--- src/rtl/b01_obs_pkg.sv ---
// Shared definitions for the b01 observation trace buffer: FSM encoding,
// trace-entry field layout and the occupancy width helper.
package b01_obs_pkg;

  typedef enum logic [1:0] {
    IDLE    = 2'b00,
    CAPTURE = 2'b01,
    DONE    = 2'b10
  } obs_state_e;

  localparam int OUTP_BIT  = 0;
  localparam int OVF_BIT   = 1;
  localparam int STAMP_LSB = 2;

  // Occupancy must represent 0..depth inclusive.
  function automatic int level_width(input int depth);
    return $clog2(depth + 1);
  endfunction

endpackage

--- src/rtl/obs_trace_buffer_fifo.sv ---
// Synchronous FIFO for trace entries: registered storage, no fall-through,
// full+pop accepts the push, flush empties it on the next edge.
module obs_fifo
  import b01_obs_pkg::*;
#(
  parameter int DEPTH = 16,
  parameter int WIDTH = 10,
  parameter int LVL_W = level_width(DEPTH)
) (
  input  logic             clock,
  input  logic             reset,
  input  logic             flush,
  input  logic             push,
  input  logic             pop,
  input  logic [WIDTH-1:0] din,
  output logic             full,
  output logic             empty,
  output logic [LVL_W-1:0] level,
  output logic [WIDTH-1:0] head
);

  localparam int PTR_W = $clog2(DEPTH);

  logic [WIDTH-1:0] mem_r [DEPTH];
  logic [PTR_W-1:0] wr_ptr_r;
  logic [PTR_W-1:0] rd_ptr_r;
  logic [LVL_W-1:0] count_r;
  logic             do_push_s;
  logic             do_pop_s;

  assign empty     = (count_r == {LVL_W{1'b0}});
  assign full      = (count_r == LVL_W'(DEPTH));
  assign do_pop_s  = pop && !empty;
  assign do_push_s = push && (!full || do_pop_s);
  assign level     = count_r;
  assign head      = mem_r[rd_ptr_r];

  // Storage array; cleared on reset so the head reads zero out of reset.
  always_ff @(posedge clock or negedge reset) begin
    if (!reset) begin
      for (int i = 0; i < DEPTH; i++) begin
        mem_r[i] <= {WIDTH{1'b0}};
      end
    end else if (!flush && do_push_s) begin
      mem_r[wr_ptr_r] <= din;
    end
  end

  // Pointers and occupancy; DEPTH is a power of two so pointers wrap naturally.
  always_ff @(posedge clock or negedge reset) begin
    if (!reset) begin
      wr_ptr_r <= {PTR_W{1'b0}};
      rd_ptr_r <= {PTR_W{1'b0}};
      count_r  <= {LVL_W{1'b0}};
    end else if (flush) begin
      wr_ptr_r <= {PTR_W{1'b0}};
      rd_ptr_r <= {PTR_W{1'b0}};
      count_r  <= {LVL_W{1'b0}};
    end else begin
      if (do_push_s) begin
        wr_ptr_r <= wr_ptr_r + PTR_W'(1);
      end
      if (do_pop_s) begin
        rd_ptr_r <= rd_ptr_r + PTR_W'(1);
      end
      case ({do_push_s, do_pop_s})
        2'b10:   count_r <= count_r + LVL_W'(1);
        2'b01:   count_r <= count_r - LVL_W'(1);
        default: count_r <= count_r;
      endcase
    end
  end

endmodule

--- src/rtl/obs_trace_buffer.sv ---
// Capture stage for the b01 comparator: windowed, timestamped sampling of
// outp/overflw into a FIFO drained by a valid/ready consumer.
module obs_trace_buffer
  import b01_obs_pkg::*;
#(
  parameter int DEPTH       = 16,
  parameter int STAMP_W     = 8,
  parameter int MAX_SAMPLES = 32,
  parameter int LOST_W      = 4
) (
  input  logic                          clock,
  input  logic                          reset,
  input  logic                          start,
  input  logic                          stop,
  input  logic                          clear,
  input  logic                          obs,
  input  logic                          outp,
  input  logic                          overflw,
  output logic                          rd_valid,
  input  logic                          rd_ready,
  output logic [STAMP_W+1:0]            rd_data,
  output logic [level_width(DEPTH)-1:0] level,
  output logic [1:0]                    state,
  output logic                          lost,
  output logic [LOST_W-1:0]             lost_cnt,
  output logic                          done
);

  localparam int LVL_W   = level_width(DEPTH);
  localparam int ENTRY_W = STAMP_W + 2;
  localparam int CNT_W   = $clog2(MAX_SAMPLES + 1);

  localparam logic [1:0] ST_IDLE    = IDLE;
  localparam logic [1:0] ST_CAPTURE = CAPTURE;
  localparam logic [1:0] ST_DONE    = DONE;

  logic [1:0]         state_r;
  logic [1:0]         state_nxt_s;
  logic               done_r;
  logic [STAMP_W-1:0] stamp_r;
  logic [CNT_W-1:0]   sample_cnt_r;
  logic               lost_r;
  logic [LOST_W-1:0]  lost_cnt_r;
  logic               capture_s;
  logic               event_s;
  logic               last_sample_s;
  logic               enter_s;
  logic               pop_s;
  logic               push_s;
  logic               drop_s;
  logic               full_s;
  logic               empty_s;
  logic [ENTRY_W-1:0] entry_s;

  assign capture_s     = (state_r == ST_CAPTURE);
  assign event_s       = capture_s && obs;
  assign last_sample_s = (sample_cnt_r == CNT_W'(MAX_SAMPLES - 1));
  assign enter_s       = !clear && start && ((state_r == ST_IDLE) || (state_r == ST_DONE));
  assign pop_s         = rd_valid && rd_ready;
  // A full FIFO still takes the sample when the consumer frees a slot this cycle.
  assign push_s        = event_s && !clear && (!full_s || pop_s);
  assign drop_s        = event_s && !clear && full_s && !pop_s;

  // Assemble the trace entry from the live DUT outputs and current stamp.
  always_comb begin
    entry_s                             = {ENTRY_W{1'b0}};
    entry_s[OUTP_BIT]                   = outp;
    entry_s[OVF_BIT]                    = overflw;
    entry_s[STAMP_LSB +: STAMP_W]       = stamp_r;
  end

  // Window FSM: clear wins, then stop (only in CAPTURE), then start.
  always_comb begin
    state_nxt_s = state_r;
    if (clear) begin
      state_nxt_s = ST_IDLE;
    end else begin
      case (state_r)
        ST_IDLE: begin
          if (start) state_nxt_s = ST_CAPTURE;
          else       state_nxt_s = ST_IDLE;
        end
        ST_CAPTURE: begin
          if (stop || (event_s && last_sample_s)) state_nxt_s = ST_DONE;
          else                                    state_nxt_s = ST_CAPTURE;
        end
        ST_DONE: begin
          if (start) state_nxt_s = ST_CAPTURE;
          else       state_nxt_s = ST_DONE;
        end
        default: state_nxt_s = ST_IDLE;
      endcase
    end
  end

  // State and done flag registers.
  always_ff @(posedge clock or negedge reset) begin
    if (!reset) begin
      state_r <= ST_IDLE;
      done_r  <= 1'b0;
    end else begin
      state_r <= state_nxt_s;
      done_r  <= (state_nxt_s == ST_DONE);
    end
  end

  // Stamp and per-window sample counters; both restart on window entry.
  always_ff @(posedge clock or negedge reset) begin
    if (!reset) begin
      stamp_r      <= {STAMP_W{1'b0}};
      sample_cnt_r <= {CNT_W{1'b0}};
    end else if (clear) begin
      stamp_r      <= {STAMP_W{1'b0}};
      sample_cnt_r <= {CNT_W{1'b0}};
    end else if (enter_s) begin
      stamp_r      <= {STAMP_W{1'b0}};
      sample_cnt_r <= {CNT_W{1'b0}};
    end else if (capture_s) begin
      stamp_r <= stamp_r + STAMP_W'(1);
      if (event_s) begin
        sample_cnt_r <= sample_cnt_r + CNT_W'(1);
      end
    end
  end

  // Drop accounting: sticky flag plus saturating count.
  always_ff @(posedge clock or negedge reset) begin
    if (!reset) begin
      lost_r     <= 1'b0;
      lost_cnt_r <= {LOST_W{1'b0}};
    end else if (clear) begin
      lost_r     <= 1'b0;
      lost_cnt_r <= {LOST_W{1'b0}};
    end else if (drop_s) begin
      lost_r <= 1'b1;
      if (lost_cnt_r != {LOST_W{1'b1}}) begin
        lost_cnt_r <= lost_cnt_r + LOST_W'(1);
      end
    end
  end

  obs_fifo #(
    .DEPTH (DEPTH),
    .WIDTH (ENTRY_W),
    .LVL_W (LVL_W)
  ) u_fifo (
    .clock (clock),
    .reset (reset),
    .flush (clear),
    .push  (push_s),
    .pop   (pop_s),
    .din   (entry_s),
    .full  (full_s),
    .empty (empty_s),
    .level (level),
    .head  (rd_data)
  );

  assign rd_valid = !empty_s;
  assign state    = state_r;
  assign lost     = lost_r;
  assign lost_cnt = lost_cnt_r;
  assign done     = done_r;

endmodule

--- config.mk ---
export PLATFORM = sky130hd
export DESIGN_NAME = obs_trace_buffer
export DESIGN_NICKNAME = d
export VERILOG_FILES = /design/src/rtl/b01_obs_pkg.sv /design/src/rtl/obs_trace_buffer_fifo.sv /design/src/rtl/obs_trace_buffer.sv
export SDC_FILE = /design/constraint.sdc
export NUM_CORES = 1
export LEC_CHECK = 0
export ABC_AREA = 0
export CAP_MARGIN = 20
export CORE_ASPECT_RATIO = 0.75
export CORE_UTILIZATION = 30
export CTS_BUF_LIST = sky130_fd_sc_hd__clkbuf_16
export CTS_CLUSTER_SIZE = 24
export DETAILED_ROUTE_END_ITERATION = 8
export PLACE_DENSITY = 0.45
export SETUP_SLACK_MARGIN = 0.5
export SLEW_MARGIN = 20
export SYNTH_ARGS = -nofsm -noshare
export SYNTH_HDL_FRONTEND = slang
export SYNTH_SLANG_ARGS = --single-unit
--- constraint.sdc ---
create_clock -name clock -period 3.6 [get_ports clock]
set_clock_uncertainty 0.05 [all_clocks]
set_input_delay 0.54 -clock clock [delete_from_list [all_inputs] [get_ports clock]]
set_output_delay 0.54 -clock clock [all_outputs]
set_load 0.01 [all_outputs]
# Word-level counts from Yosys, hierarchy flattened
# Cells that the tools add are included.
word_totals:
  output_inout_bits: 24
  input_bits: 9
  elab_cells: 106
  ff_bits: 195
classes:
  order_cmp: 3
  n_bitwise: 2
  mux: 29
  reduce_logical: 32
  n_addsub: 7
  n_eq_ne: 8
op_table:
  columns: ["op", "count"]
  rows:
  - ["160-bit bitwise mux", 1]
  - ["10-bit binary-select mux with 4-bit select", 1]
  - ["10-bit demux with 4-bit select", 1]
  - ["10-bit two-way mux", 3]
  - ["4-bit two-way mux", 7]
  - ["6-bit two-way mux", 4]
  - ["8-bit two-way mux", 3]
  - ["1-bit logical AND", 13]
  - ["4-bit by 1-bit adder with 4-bit output, second input constant", 3]
  - ["5-bit greater-or-equal comparator, second input constant", 2]
  - ["4-bit inverter with 5-bit output", 2]
  - ["5-bit case mux with 2 select lines", 1]
  - ["3-bit nonzero test", 3]
  - ["8-bit by 1-bit adder with 8-bit output, second input constant", 1]
  - ["2-bit nonzero test", 4]
  - ["6-bit by 1-bit adder with 6-bit output, second input constant", 1]
  - ["2-bit == test, second input constant", 3]
  - ["6-bit by 5-bit == test with 1-bit output, second input constant", 1]
  - ["2-bit two-way mux", 3]
  - ["2-bit case mux with 3 select lines", 1]
  - ["5-bit by 1-bit adder with 5-bit output, second input constant", 1]
  - ["5-bit == test, second input constant", 1]
  - ["5-bit zero test", 1]
  - ["5-bit by 1-bit < comparator with 1-bit output, second input constant", 1]
  - ["9 further kinds", 19]

# Depth between registers and ports, before layout
# Gate-level depths: netlist (run 1).
depth:
  depth_word: 9
  depth_mapped: 11
  depth_no_buf: 8

# Cells and area by module
# From an unflattened synthesis (run 1), not the netlist that was laid out.
hier_totals:
  hier_cells: 662
  hier_area_um2: 9330.2
by_module_without_submodules:
  columns: ["mod", "area_per_inst_um2", "cells_per_inst", "seq_area_each_um2", "n_inst"]
  rows:
  - ["obs_fifo", 8216.6, 548, 4329.2, 1]
  - ["obs_trace_buffer", 1113.6, 114, 550.5, 1]

# Worst setup path after synthesis (run 1)
# Ideal clock, no wire load.
synth_path:
  path_kind: "reg2reg"
  start: "register u_fifo.count_r[1] (netlist: u_fifo.level[1])"
  end: "register u_fifo.count_r[4] (netlist: u_fifo.level[4])"
  setup_time_ns: 0.136
  n_path_buf: 3
  setup_slack_ns: 0.890
  t_arrival_ns: 2.524
  path_stages_with_launch: 11
  synth_period_minus_slack_ns: 2.710
  t_required_ns: 3.414
  path_cell_list: "dfrtp_1 -> buf_6 -> or4_1 -> buf_2 -> o211a_1 -> buf_6 -> ha_1 -> a31oi_1 -> or3_1 -> a31oi_1 -> a21oi_1"
synth_via:
  elab_chain_len: 9
  elab_cells_between_ends: 17
  classes_between: "add/sub: 2; eq/ne: 3; mux: 2; reduce/logical: 10"
synth_lines:
  columns: ["element", "line_no", "rtl"]
  rows:
  - ["start, declared", "obs_trace_buffer_fifo.sv:27", "logic [LVL_W-1:0] count_r;"]
  - ["start signal, assigned", "obs_trace_buffer_fifo.sv:54", "count_r <= {LVL_W{1'b0}};"]
  - ["start signal, assigned", "obs_trace_buffer_fifo.sv:58", "count_r <= {LVL_W{1'b0}};"]
  - ["start signal, assigned", "obs_trace_buffer_fifo.sv:67", "2'b10: count_r <= count_r + LVL_W'(1);"]
  - ["5-bit zero test", "obs_trace_buffer_fifo.sv:31", "assign empty = (count_r == {LVL_W{1'b0}});"]
  - ["1-bit zero test", "obs_trace_buffer_fifo.sv:33, obs_trace_buffer.sv:159", null]
  - ["1-bit logical AND", "obs_trace_buffer.sv:59", "assign pop_s = rd_valid && rd_ready;"]
  - ["1-bit logical OR / 1-bit logical AND (equally long branches)", "obs_trace_buffer.sv:61, obs_trace_buffer_fifo.sv:33", null]
  - ["1-bit logical AND / 1-bit logical OR (equally long branches)", "obs_trace_buffer.sv:61, obs_trace_buffer_fifo.sv:34", null]
  - ["1-bit logical AND", "obs_trace_buffer_fifo.sv:34", "assign do_push_s = push && (!full || do_pop_s);"]
  - ["2-bit by 1-bit == test with 1-bit output / 2-bit == test (equally long branches)", "obs_trace_buffer_fifo.sv:66", "case ({do_push_s, do_pop_s})"]
  - ["5-bit case mux with 2 select lines", "obs_trace_buffer_fifo.sv:66", null]
  - ["5-bit two-way mux", "obs_trace_buffer_fifo.sv:55", "end else if (flush) begin"]
# Several ways; a longest one is shown, not always the timed one.
# A chain may end at the register's enable or synchronous reset.

# Final worst setup path (run 1)
layout_path:
  start: "register u_fifo.rd_ptr_r[0]"
  end: "output port rd_data[5]"
layout_via:
  elab_chain_len: 4
layout_lines:
  columns: ["element", "line_no", "rtl"]
  rows:
  - ["start, declared", "obs_trace_buffer_fifo.sv:26", "logic [PTR_W-1:0] rd_ptr_r;"]
  - ["start signal, assigned", "obs_trace_buffer_fifo.sv:53", "rd_ptr_r <= {PTR_W{1'b0}};"]
  - ["start signal, assigned", "obs_trace_buffer_fifo.sv:57", "rd_ptr_r <= {PTR_W{1'b0}};"]
  - ["start signal, assigned", "obs_trace_buffer_fifo.sv:64", "rd_ptr_r <= rd_ptr_r + PTR_W'(1);"]
  - ["4-bit inverter with 5-bit output (implied by the code)", "obs_trace_buffer_fifo.sv:36", "assign head = mem_r[rd_ptr_r];"]
  - ["10-bit binary-select mux with 4-bit select", "obs_trace_buffer_fifo.sv:36", null]
  - ["10-bit two-way mux (implied by the code) (2 in a row)", "obs_trace_buffer_fifo.sv:36", null]
  - ["end, declared", "obs_trace_buffer.sv:21", "output logic [STAMP_W+1:0] rd_data,"]
# No other way between the ends. The select of a mux whose other input is x is not followed.

==> results of run 1 <==
## state kept, by name, indices dropped and copies added, names as in the netlist
signal and cells:
u_fifo.rd_ptr_r 4, lost_cnt 4, sample_cnt_r 6, u_fifo.wr_ptr_r 4, stamp_r 8, u_fifo.level 5
lost 1, state 2, u_fifo.mem_r 160, done 1
## cell families (layout without fill, tap and decap cells)
family                     Yosys count  in the layout  share of synthesized area
xor gates and xnor gates            15             15                     0.0143
DFF                                195            195                      0.529
muxes                              218            218                      0.327
AOI/OAI and AO/OA                   35             35                     0.0261
buffers and inverters               55             92                     0.0253
and+or+nand+nor                     98             98                     0.0648
adders and majority gates           10             10                     0.0136
## placed cells by master, fill, tap and decap left out, types with 3 or more instances in the layout
master / n
a21o_1: 3
a21oi_1: 6
a22oi_1: 3
a31oi_1: 3
and3_1: 5
buf_12: 4
buf_2: 3
buf_4: 14
bufinv_16: 3
clkbuf_16: 17
clkbuf_2: 4
clkdlybuf4s50_1: 21
dfrtp_1: 193
ha_1: 10
inv_1: 7
inv_6: 3
mux2_2: 162
mux2i_1: 6
mux4_2: 50
nand2_1: 9
nand2b_1: 8
nand3_1: 5
nand3_2: 12
nand4_1: 8
nor2_1: 25
nor2b_1: 8
nor3_1: 4
o211ai_1: 3
o21ai_0: 6
or3_1: 3
xor2_1: 14
## per-stage QoR
stage | utilization | worst slack, ns
3_3_place_gp | 0.330 | 0.596
4_1_cts | 0.354 | 0.419
3_5_place_dp | 0.330 | 0.509
2_1_floorplan | - | 0.890
6_report | 0.354 | 0.533
5_1_grt | 0.354 | 0.443
## repair_timing
| item | 4_1_cts | 5_1_grt |
|---|---|---|
| setup buffers | 4 | 1 |
| endpoints found under the setup margin | 10 | 5 |
| gates resized for setup | 30 | 7 |
| endpoints found under the hold margin | 32 | 0 |
| cloned | 3 | 0 |
| hold buffers | 1 | 0 |
## synthesized netlist by cell type (all sizes together)
master | n | area, sq um
nor4 | 1 | 12.5
inv | 5 | 18.8
or2 | 1 | 6.26
o41a | 1 | 11.3
nor3 | 4 | 20.0
o211ai | 3 | 22.5
a2bb2oi | 1 | 8.76
o21ai | 6 | 30.0
nand4b | 2 | 17.5
dfrtp | 195 | 4880
mux2 | 162 | 1820
or4 | 1 | 7.51
a41oi | 1 | 8.76
o21a | 1 | 7.51
nor2 | 25 | 93.8
a22oi | 3 | 22.5
xor2 | 14 | 123
a31oi | 3 | 18.8
o211a | 1 | 10.0
a21o | 3 | 22.5
clkbuf | 35 | 131
mux4 | 50 | 1130
mux2i | 6 | 60.1
nand2b | 8 | 50.1
or3 | 3 | 18.8
and3 | 5 | 31.3
nand3 | 17 | 145
xnor2 | 1 | 8.76
and3b | 1 | 8.76
buf | 15 | 82.6
nand2 | 9 | 33.8
a311oi | 1 | 8.76
nor2b | 8 | 50.1
nand4 | 10 | 75.1
a211oi | 2 | 15.0
ha | 10 | 125
nand3b | 1 | 7.51
o31ai | 2 | 15.0
nand4bb | 1 | 11.3
a21oi | 7 | 38.8
nor3b | 1 | 7.51
## where the power goes
group          leakage, nW  internal [mW]  total (mW)  switching (mW)
Sequential            2.71           2.25        2.34          0.0907
Clock                0.304           1.11        2.00           0.897
Combinational         1.97          0.623        1.20           0.576
## per-layer routing
metal | part of all wire | track usage
met5 | 0 | 0
met2 | 0.46 | 0.245
met3 | 0.045 | 0.0335
met4 | 0.011 | 0.0430
met1 | 0.48 | 0.234
## cell type report
type | count | area, sq um
Multi-Input combinational cell | 376 | 4100
Sequential cell | 195 | 4880
Timing Repair Buffer | 55 | 582
Clock inverter | 15 | 181
Tap cell | 399 | 499
Inverter | 5 | 18.8
Clock buffer | 17 | 425
Fill cell | 2866 | 19500
## worst max-delay path, cell delays in order, from the launching register on
cell and delay [ns]:
dfrtp_2 0.39, buf_4 0.12, buf_12 0.16, mux4_2 0.54, mux4_2 0.50, dlygate4sd2_1 0.32
## worst max path at each step
stage          slack, ns  depth (start not counted)                           start                           to
2_1_floorplan       0.89                         10     u_fifo.level[1]$_DFFE_PN0P_  u_fifo.level[4]$_DFFE_PN0P_
3_3_place_gp        0.60                         10                           clear  u_fifo.level[4]$_DFFE_PN0P_
3_5_place_dp        0.51                         10                           clear  u_fifo.level[4]$_DFFE_PN0P_
4_1_cts             0.42                          5  u_fifo.rd_ptr_r[0]$_DFFE_PN0P_                   rd_data[8]
5_1_grt             0.44                          5  u_fifo.rd_ptr_r[0]$_DFFE_PN0P_                   rd_data[5]
6_report            0.53                          5  u_fifo.rd_ptr_r[0]$_DFFE_PN0P_                   rd_data[5]
==> key figures, run 1 <==
Run status
  – Status: finished clean

Place
  – DP Cell Count: 1021
  – GPL Wtd Cong: 0.746
  – Placed Area: 9960 sq um
  – PortBufs: 32
  – Post-DP HPWL: 14800 um

Layout
  – Synth-to-layout area growth: 16.0%
  – Share of layout cells above drive strength 1: 0.439
  – Ant diodes: 0
  – Fin cells: 1062
  – Fin area: 10700 sq um
  – Final #Nets: 669

Logic synthesis
  – Mapped Area: roughly 9000 sq um
  – Number of synthesized register bits: ~200
  – Avg Cell Area, Syn: 14.7 sq um
  – Sequential area share after synthesis: 0.529
  – Library cells used by synthesis: 46
  – Synth warn: 0
  – Syn_nets: around 650
  – Mapped Cells: 626

Critical path
  – Worst r2r src: u_fifo.level[1]$_DFFE_PN0P_
  – Reg2Reg Setup Slack: around 0.72 ns
  – Worst Setup End Kind: primary output
  – Reg2Reg Depth: 8
  – Worst Path Required: roughly 3.0 ns
  – Worst-path maximum fanout: 12
  – CP Data Arrival Time: about 2.5 ns
  – Reg2reg end: u_fifo.level[4]$_DFFE_PN0P_
  – WS Path Type: flop to primary output
  – CP Launch Type: flop

Routing
  – Antenna-violating nets left: 0
  – Vias/cell: ~5.1
  – Initial drt markers: 262
  – Vias post-DR: 5375
  – Routed wire per std cell: 22.3 um
  – Remaining DRCs: 0
  – Post-Route WL: 23700 um
  – TritonRoute pass-1 iters: 4

Floorplan
  – Rows: 55
  – Placeable Area: approximately 30000 sq um
  – I/O Pins: 33
  – Die Height: 154 um
  – Initial core utilization: 0.305
  – Die outline area: 31400 sq um
  – Chip width: around 200 um

STA
  – Final setup vio count: 0
  – RSZ-0062 raised after global routing: true
  – Hold violation count in the final report: 0
  – Worst-Margin Slew: 0.739 ns
  – Fmax: 326 MHz
  – Post-route setup TNS: 0 ns
  – Tmin final: 3.07 ns
  – Worst hold margin: 0.453 ns
  – Slew HR: 0.507
  – Tcrit/Tclk final: 0.852
  – Final number of max-transition violations: 0

Clocking
  – Clock sink count: 195
  – H-Tree Depth: 4
  – Clk_lat worst skew: roughly 0.44 ns
  – Clock Tree Buf Depth: 2
  – CTS tree: built
  – CTS root buf: clkbuf_16
  – CTS clk-pin slew, worst paths: 0.07 ns
  – TritonCTS Buffers: 17

GRT
  – Global-route wire length before repair: approximately 37000 um
  – Largest net degree at the start of global routing: around 120
  – GR Util All Layers: 0.162
  – Grt total ovfl: 0
  – Number of global-route vias before repair: 5750
  – Antenna violations before repair: 0

Power
  – Worst vdd ir: 0.309 mV
  – Leakage: 4.99 nW
  – Pwr Density: 518 nW/um^2
  – Pwr Total: between 5 and 6 mW

Worst hold path
  – Hold depth: 1
  – Hold Path End: u_fifo.mem_r[19]$_DFFE_PN0P_
  – Hold Crit Class: flop to flop
  – Worst Min Path Start: u_fifo.mem_r[19]$_DFFE_PN0P_

Flow run
  – # Max-Cap Violations: 0
Power figures use the tool's default switching activity.
==> inputs of run 2 (changes only) <==
--- a/config.mk
+++ b/config.mk
@@ -14,7 +14,7 @@
 export DETAILED_ROUTE_END_ITERATION = 8
 export PLACE_DENSITY = 0.45
 export SETUP_SLACK_MARGIN = 0.5
-export SLEW_MARGIN = 20
+export SLEW_MARGIN = 15
 export SYNTH_ARGS = -nofsm -noshare
 export SYNTH_HDL_FRONTEND = slang
 export SYNTH_SLANG_ARGS = --single-unit
==> results of run 2 <==
Same layout as run 1: the final DEF is identical, and so are final timing and power.
